--- src/rtl/uart_pkg.sv ---
// Shared UART receive types and default frame constants.
package uart_pkg;

  localparam int UART_OVERSAMPLE = 16;
  localparam int UART_DATA_BITS  = 8;

  typedef enum logic [2:0] {
    IDLE   = 3'd0,
    START  = 3'd1,
    DATA   = 3'd2,
    PARITY = 3'd3,
    STOP   = 3'd4
  } uart_rx_state_t;

endpackage

--- src/rtl/uart_rx_sync.sv ---
// Two-flop synchroniser for the asynchronous serial line; resets to idle (1).
module uart_rx_sync (
  input  logic clk,
  input  logic rst,
  input  logic rx,
  output logic rx_s
);

  logic meta;

  always_ff @(posedge clk or posedge rst) begin
    if (rst) begin
      meta <= 1'b1;
      rx_s <= 1'b1;
    end else begin
      meta <= rx;
      rx_s <= meta;
    end
  end

endmodule

--- src/rtl/uart_rx_ctrl.sv ---
// UART receive control FSM: start qualification, mid-bit sampling, stop check.
// Optional parity bit compiled in with `define UART_RX_PARITY_EN.
module uart_rx_ctrl
  import uart_pkg::*;
#(
  parameter int OVERSAMPLE = UART_OVERSAMPLE,
  parameter int DATA_BITS  = UART_DATA_BITS,
  parameter int PARITY_ODD = 0
) (
  input  logic clk,
  input  logic rst,
  input  logic tick,
  input  logic rx,
  output logic sipo_data,
  output logic sipo_shift,
  output logic rx_done,
  output logic frame_err,
  output logic parity_err,
  output logic busy
);

  localparam int TW = $clog2(OVERSAMPLE);
  localparam int BW = $clog2(DATA_BITS + 1);
  localparam logic [TW-1:0] T_MID  = TW'(OVERSAMPLE / 2 - 1);
  localparam logic [TW-1:0] T_END  = TW'(OVERSAMPLE - 1);
  localparam logic [BW-1:0] B_LAST = BW'(DATA_BITS - 1);
  localparam logic          PODD   = (PARITY_ODD != 0);

  logic           rx_s;
  uart_rx_state_t state, state_nxt;
  logic [TW-1:0]  tcnt, tcnt_nxt;
  logic [BW-1:0]  bcnt, bcnt_nxt;
  logic           armed, armed_nxt;
  logic           shift_nxt, done_nxt, start_ok, last;

  uart_rx_sync u_sync (
    .clk  (clk),
    .rst  (rst),
    .rx   (rx),
    .rx_s (rx_s)
  );

  assign last = (tcnt == T_END);

  always_comb begin
    state_nxt = state;
    tcnt_nxt  = tcnt;
    bcnt_nxt  = bcnt;
    armed_nxt = armed;
    shift_nxt = 1'b0;
    done_nxt  = 1'b0;
    start_ok  = 1'b0;
    if (tick) begin
      case (state)
        IDLE: begin
          tcnt_nxt = '0;
          if (rx_s)       armed_nxt = 1'b1;
          else if (armed) state_nxt = START;
        end
        START: begin
          if (tcnt == T_MID) begin
            tcnt_nxt  = '0;
            bcnt_nxt  = '0;
            start_ok  = ~rx_s;
            // line back high at mid start bit: treat as a glitch
            state_nxt = rx_s ? IDLE : DATA;
          end else begin
            tcnt_nxt = tcnt + 1'b1;
          end
        end
        DATA: begin
          if (last) begin
            tcnt_nxt  = '0;
            bcnt_nxt  = bcnt + 1'b1;
            shift_nxt = 1'b1;
            if (bcnt == B_LAST) begin
`ifdef UART_RX_PARITY_EN
              state_nxt = PARITY;
`else
              state_nxt = STOP;
`endif
            end
          end else begin
            tcnt_nxt = tcnt + 1'b1;
          end
        end
`ifdef UART_RX_PARITY_EN
        PARITY: begin
          if (last) begin
            tcnt_nxt  = '0;
            state_nxt = STOP;
          end else begin
            tcnt_nxt = tcnt + 1'b1;
          end
        end
`endif
        STOP: begin
          if (last) begin
            tcnt_nxt  = '0;
            done_nxt  = 1'b1;
            // a low stop bit disarms until the line is seen idle again
            if (!rx_s) armed_nxt = 1'b0;
            state_nxt = IDLE;
          end else begin
            tcnt_nxt = tcnt + 1'b1;
          end
        end
        default: begin
          tcnt_nxt  = '0;
          state_nxt = IDLE;
        end
      endcase
    end
  end

`ifdef UART_RX_PARITY_EN
  logic par_acc, par_bad;

  always_ff @(posedge clk or posedge rst) begin
    if (rst) begin
      par_acc <= 1'b0;
      par_bad <= 1'b0;
    end else begin
      if (start_ok)       par_acc <= 1'b0;
      else if (shift_nxt) par_acc <= par_acc ^ rx_s;
      if (tick && state == PARITY && last)
        par_bad <= par_acc ^ rx_s ^ PODD;
    end
  end
`endif

  always_ff @(posedge clk or posedge rst) begin
    if (rst) begin
      state      <= IDLE;
      tcnt       <= '0;
      bcnt       <= '0;
      armed      <= 1'b1;
      sipo_data  <= 1'b0;
      sipo_shift <= 1'b0;
      rx_done    <= 1'b0;
      frame_err  <= 1'b0;
      parity_err <= 1'b0;
      busy       <= 1'b0;
    end else begin
      state      <= state_nxt;
      tcnt       <= tcnt_nxt;
      bcnt       <= bcnt_nxt;
      armed      <= armed_nxt;
      sipo_shift <= shift_nxt;
      rx_done    <= done_nxt;
      busy       <= (state_nxt != IDLE);
      if (shift_nxt) sipo_data <= rx_s;
      if (done_nxt) begin
        frame_err <= ~rx_s;
`ifdef UART_RX_PARITY_EN
        parity_err <= par_bad;
`endif
      end
`ifndef UART_RX_PARITY_EN
      parity_err <= 1'b0 & PODD;
`endif
    end
  end

endmodule

--- config.mk ---
export PLATFORM = sky130hd
export DESIGN_NAME = uart_rx_ctrl
export DESIGN_NICKNAME = d
export VERILOG_FILES = /design/src/rtl/uart_pkg.sv /design/src/rtl/uart_rx_sync.sv /design/src/rtl/uart_rx_ctrl.sv
export SDC_FILE = /design/constraint.sdc
export NUM_CORES = 1
export LEC_CHECK = 0
export BUFFER_PORTS_ARGS = -buffer_cell sky130_fd_sc_hd__clkbuf_2
export CORE_MARGIN = 1.5
export CORE_UTILIZATION = 42
export CTS_CLUSTER_DIAMETER = 50
export DETAILED_ROUTE_END_ITERATION = 6
export PLACE_DENSITY_LB_ADDON = 0.15
export SLEW_MARGIN = 20
export SYNTH_ARGS = -nofsm -noshare
export SYNTH_HDL_FRONTEND = slang
export SYNTH_SLANG_ARGS = --single-unit
--- constraint.sdc ---
create_clock -name clk -period 3.5 [get_ports clk]
set_input_delay 0.35 -clock clk [delete_from_list [all_inputs] [get_ports clk]]
set_output_delay 0.35 -clock clk [all_outputs]
set_load 0.1 [all_outputs]
## Word-level counts from Yosys, hierarchy flattened

Cells that the tools add are included.
Widths: inputs -> output; s select.

- Eq/ne operators: 11
- Multiplexer cells: 24
- Bitwise operators: 1
- Reduce and logical (&&, ||, !) cells: 7
- Add/sub/neg operators: 2

Operators with widths:

| cell | count |
|---|---|
| $mux 3 | 7 |
| $mux 4 | 4 |
| $pmux 4 s2 | 2 |
| $pmux 3 s4 | 1 |
| $add 4x1->4 const B | 2 |
| $eq 4x3->1 const B | 2 |
| $mux 1 | 8 |
| $ne 2x2->1 const B | 4 |
| $reduce_and 5->1 | 1 |
| $eq 4x4->1 const B | 1 |
| $reduce_and 4->1 | 1 |
| $reduce_bool 2->1 | 2 |
| $eq 3x1->1 const B | 1 |
| $eq 3x2->1 const B | 1 |
| $eq 3x3->1 const B | 1 |
| $logic_not 3->1 | 1 |
| $reduce_bool 3->1 | 1 |
| $mux 2 | 1 |
| $ne 2x1->1 const B | 1 |
| $pmux 1 s2 | 1 |
| $reduce_or 2->1 | 1 |
| $not 1->1 | 1 |

- Output and inout port bits: 6
- Bits of input ports: 4
- Register bits: 19

## Logic depth before layout (Yosys ltp)

- Depth after elaboration: 6
- Gate-level depth with buffers: 6
- Gate-level depth less buffers: 5

## Cells and area by module

Synthesis repeated with hierarchy kept, for this count alone.

- Cells, all modules: 97
- Area total of the unflattened synthesis: 987.2 um^2

Modules (own cells, without submodules):

| module | area each (um^2) | cells an instance | times used | sequential area each (um^2) |
|---|---|---|---|---|
| uart_rx_ctrl | 930.9 | 94 | 1 | 426.7 |
| uart_rx_sync | 56.3 | 3 | 1 | 52.6 |

## Worst setup path after synthesis

No wires, ideal clock.

- Path type: register to register
- Start point: register tcnt[0]
- End point: register busy
- Slack: 1.833 ns
- Stages on the path, launching flop included: 6
- Clock period less this slack: 1.667 ns
- Arrival: 1.528 ns
- Cells stage by stage: dfrtp_1 > ha_1 > and3b_1 > or2b_1 > a21boi_0 > or4b_1

- Longest elaborated chain between the ends: 5
- Elaborated cells between the ends (all ways): 8
- Those cells by class: 2 x eq/ne; 5 x mux; 1 x reduce/logical

RTL lines:

| element | line | source |
|---|---|---|
| start, declared | uart_rx_ctrl.sv:31 | `logic [TW-1:0] tcnt, tcnt_nxt;` |
| start signal, assigned | uart_rx_ctrl.sv:146 | `tcnt <= tcnt_nxt;` |
| $eq 4x4->1 or $eq 4x3->1 (tied branches) | uart_rx_ctrl.sv:43, uart_rx_ctrl.sv:61 |  |
| $mux 3 (on tied branches) | uart_rx_ctrl.sv:98, uart_rx_ctrl.sv:72, uart_rx_ctrl.sv:61 |  |
| $pmux 3 s4 * | uart_rx_ctrl.sv:54 | `case (state)` |
| $mux 3 * | uart_rx_ctrl.sv:53 | `if (tick) begin` |
| $reduce_bool 3->1 * | uart_rx_ctrl.sv:151 | `busy <= (state_nxt != IDLE);` |
| end signal, assigned | uart_rx_ctrl.sv:151 |  |
| end, declared | uart_rx_ctrl.sv:19 | `output logic busy` |

Every way passes the cells marked *; elsewhere a longest branch is shown, timed or not.
A chain may end at the register's enable or synchronous reset.

## Worst setup path in the final report

- Start point: register tcnt[0]
- End point: register busy

- Longest elaborated chain between the ends: 5
- Elaborated cells between the ends (all ways): 8
- Those cells by class: 2 x eq/ne; 5 x mux; 1 x reduce/logical

RTL lines:

| element | line | source |
|---|---|---|
| $eq 4x4->1 or $eq 4x3->1 (tied branches) | uart_rx_ctrl.sv:43, uart_rx_ctrl.sv:61 |  |
| $mux 3 (on tied branches) | uart_rx_ctrl.sv:98, uart_rx_ctrl.sv:72, uart_rx_ctrl.sv:61 |  |
| $pmux 3 s4 * | uart_rx_ctrl.sv:54 |  |
| $mux 3 * | uart_rx_ctrl.sv:53 |  |
| named net state_nxt[1] | uart_rx_ctrl.sv:30 | `uart_rx_state_t state, state_nxt;` |
| $reduce_bool 3->1 * | uart_rx_ctrl.sv:151 |  |

The timed path passes the listed nets; every way through them passes the cells marked *.

==> metrics <==
Mapped Area ~950 sq um; Remaining DRCs 0; most numerous cell in the Yosys netlist dfrtp_1; H-tree depth 1; flop-to-flop setup slack roughly 1.7 ns; combinational fraction of design power 31.2%; Rel. slew slack 53.5%; CTS tree yes; multi-input logic area 429 sq um; mean post-synth cell area 10.1 sq um; Synth cell types 40; routed via count ~700; Worst-Margin Slew 0.697 ns; Max VDD drop 0.000368 V; RSZ-0062 raised after global routing false; startpoint class of the critical path flop; Post-Synth Simple-Gate Area 23.2%; Psw around 0.24 mW; die width ~51 microns; Reg2Reg Depth 5; # IOs 10; Power Density 596 nW/um^2; nets 109; gr ovfl total 0; largest net degree at the start of global routing 20; Flop pwr share 50.6%; vias per cell 5.49; Die H 50.6 microns; sequential area share after synthesis 50.4%; area grow syn2layout 8.68%; vias in the first global route 708; WL per Instance 13.6 microns; largest family of logic cells by synthesized area simple AND/OR/NAND/NOR gates; Starting Density 43.8%; minimum clock period between 1.5 and 2 ns; Yosys reg bits 19; maximum clock frequency around 0.54 GHz; Warnings, synthesis 0; Final Util 47.6%; FF-to-FF End busy$_DFF_PP0_; DRT iter0 DRCs 15; Switching Fraction 38.8%; Num CTS Buffers 3; clock power share 18.2%; Setup TNS 0 ns; initial antenna violation count 0; Clock Tree Buf Depth 2; # rows 17; number of max-cap violations 0; Root Driver clkbuf_4; Static Leak 0.477 nW; FFs w/ async S/R, synth 100%; I/O Buffers 8; Synth Area in Compound Gates 17.8%; clock latency on the worst-skew pair 0.30 ns; Hold Buf Count CTS 0; Int Pwr 0.377 mW; GP Congestion 0.866; crit share post-route 52.8%; share of layout cells above drive strength 1 18.6%; total track usage 16.4%; Synth Instances 94; Synth Area in Adders 2.63%; Fin. Hold Viols 0; Post-synth EDFFs 0; Yosys top cell area share 42.1%; core area 2170 sq um; Reg area 479 sq um; nature of the critical path endpoint flop; mux cell area share after synthesis around 1.2%; Clock Skew 0.00428 ns; die area 2560 sq um; post-CTS sizing 0; antenna cells 0; Final setup viols 0; CP Data Required Time 3.68 ns; Crit Path Category reg -> reg; DR pass1 iterations 4; ANT nets after route 0; Slew Viols, Final 0; Worst Path Arrival 2.03 ns; first-pass GRT wire length 3.13 mm; syn_nets 100; Clock transition at path regs 0.11 ns; Synth top cells by count dfrtp_1, nand2_1, inv_1; Main synth FF type dfrtp_1; clk sinks 19; WL final approximately 1.8 mm; worst-path fanout max 5; XOR/XNOR Fraction of Synth Area 0%; final setup margin about 1.7 ns; main area contributors after synthesis dfrtp_1, dfstp_2, nand2_1; worst r2r src tcnt[0]$_DFFE_PP0P_; Hold Path Class in -> async; pre-CTS setup slack 1.68 ns; Post-CTS Repair Setup Buffers 0; HPWL after DPL around 1.3 mm; status completed; fill cell count 216; area leader, netlist dfrtp_1
==> final cells by class <==
cell class | count | share of cell area [%]
Multi-Input combinational cell | 65 | 41.5
Clock buffer | 3 | 2.18
Sequential cell | 19 | 46.4
Clock inverter | 1 | 0.484
Tap cell | 28 | 3.39
Inverter | 6 | 2.18
Timing Repair Buffer | 8 | 3.87
==> worst max-delay path by stage <==
stage / startpoint / end / slack (ns) / cells past startpoint
2_1_floorplan: tcnt[0]$_DFFE_PP0P_ / busy$_DFF_PP0_ / 1.83 / 5
3_3_place_gp: tcnt[0]$_DFFE_PP0P_ / busy$_DFF_PP0_ / 1.67 / 5
3_5_place_dp: tcnt[0]$_DFFE_PP0P_ / busy$_DFF_PP0_ / 1.68 / 5
4_1_cts: tcnt[0]$_DFFE_PP0P_ / busy$_DFF_PP0_ / 1.66 / 5
5_1_grt: tcnt[0]$_DFFE_PP0P_ / busy$_DFF_PP0_ / 1.47 / 5
6_report: tcnt[0]$_DFFE_PP0P_ / busy$_DFF_PP0_ / 1.65 / 5
==> flip-flops by register name, summed over array words and instances (netlist names) <==
| signal | count |
|---|---|
| armed | 1 |
| bcnt | 4 |
| busy | 1 |
| frame_err | 1 |
| rx_done | 1 |
| sipo_data | 1 |
| sipo_shift | 1 |
| state | 3 |
| tcnt | 4 |
| u_sync.meta | 1 |
| u_sync.rx_s | 1 |
==> cells by family after synthesis <==
kind of cell             Yosys count
flip-flops                        19
other                              1
multiplexers                       1
AND/OR/NAND/NOR                   36
adder cells (fa/ha/maj)            2
AO/OA/AOI/OAI                     25
buffers and inverters             10
==> cell usage in the layout, fill, tap and decap left out, types with 2 or more instances in the layout <==
cell type / instances
nand2_1: 9
o21ai_0: 4
ha_1: 2
a21oi_1: 5
nor2_1: 4
nand4_1: 2
nand3_1: 4
clkbuf_4: 3
and3_1: 3
a22o_1: 2
or3_1: 3
o31ai_1: 2
inv_1: 6
a31oi_1: 4
clkbuf_2: 8
dfrtp_1: 16
dfstp_2: 3
==> critical path, stage by stage (launching register included) <==
cell and delay (ns):
dfrtp_1 0.40, ha_1 0.24, nand3_1 0.17, o31ai_1 0.31, a31oi_1 0.14, or4b_1 0.47
==> metrics by stage <==
stage	hold WS (ns)	total power, mW	instances	instance area (sq um)
2_1_floorplan	0.299	0.467	94	951
3_5_place_dp	0.356	0.507	126	1010
3_3_place_gp	0.348	0.503	126	1010
5_1_grt	0.103	0.661	130	1030
6_report	0.117	0.616	130	1030
4_1_cts	0.115	0.620	130	1030
==> per-layer routing <==
layer	share of wire (%)	track usage (%)	vias to the layer above
met3	2.5	3.57	4
met2	49	25.2	13
met5	0	0	-
met4	1.5	6.31	0
met1	47	22.5	339
li1	-	-	358
==> power groups by stage <==
stage | Sequential, mW | Combinational [mW] | Clock, mW
CTS | 0.311 | 0.193 | 0.117
finish | 0.311 | 0.192 | 0.112
global route | 0.319 | 0.216 | 0.126
global placement | 0.312 | 0.191 | 0
detailed placement | 0.315 | 0.192 | 0
floorplan | 0.345 | 0.123 | 0
No activity file was read; power rests on OpenSTA's default activity.
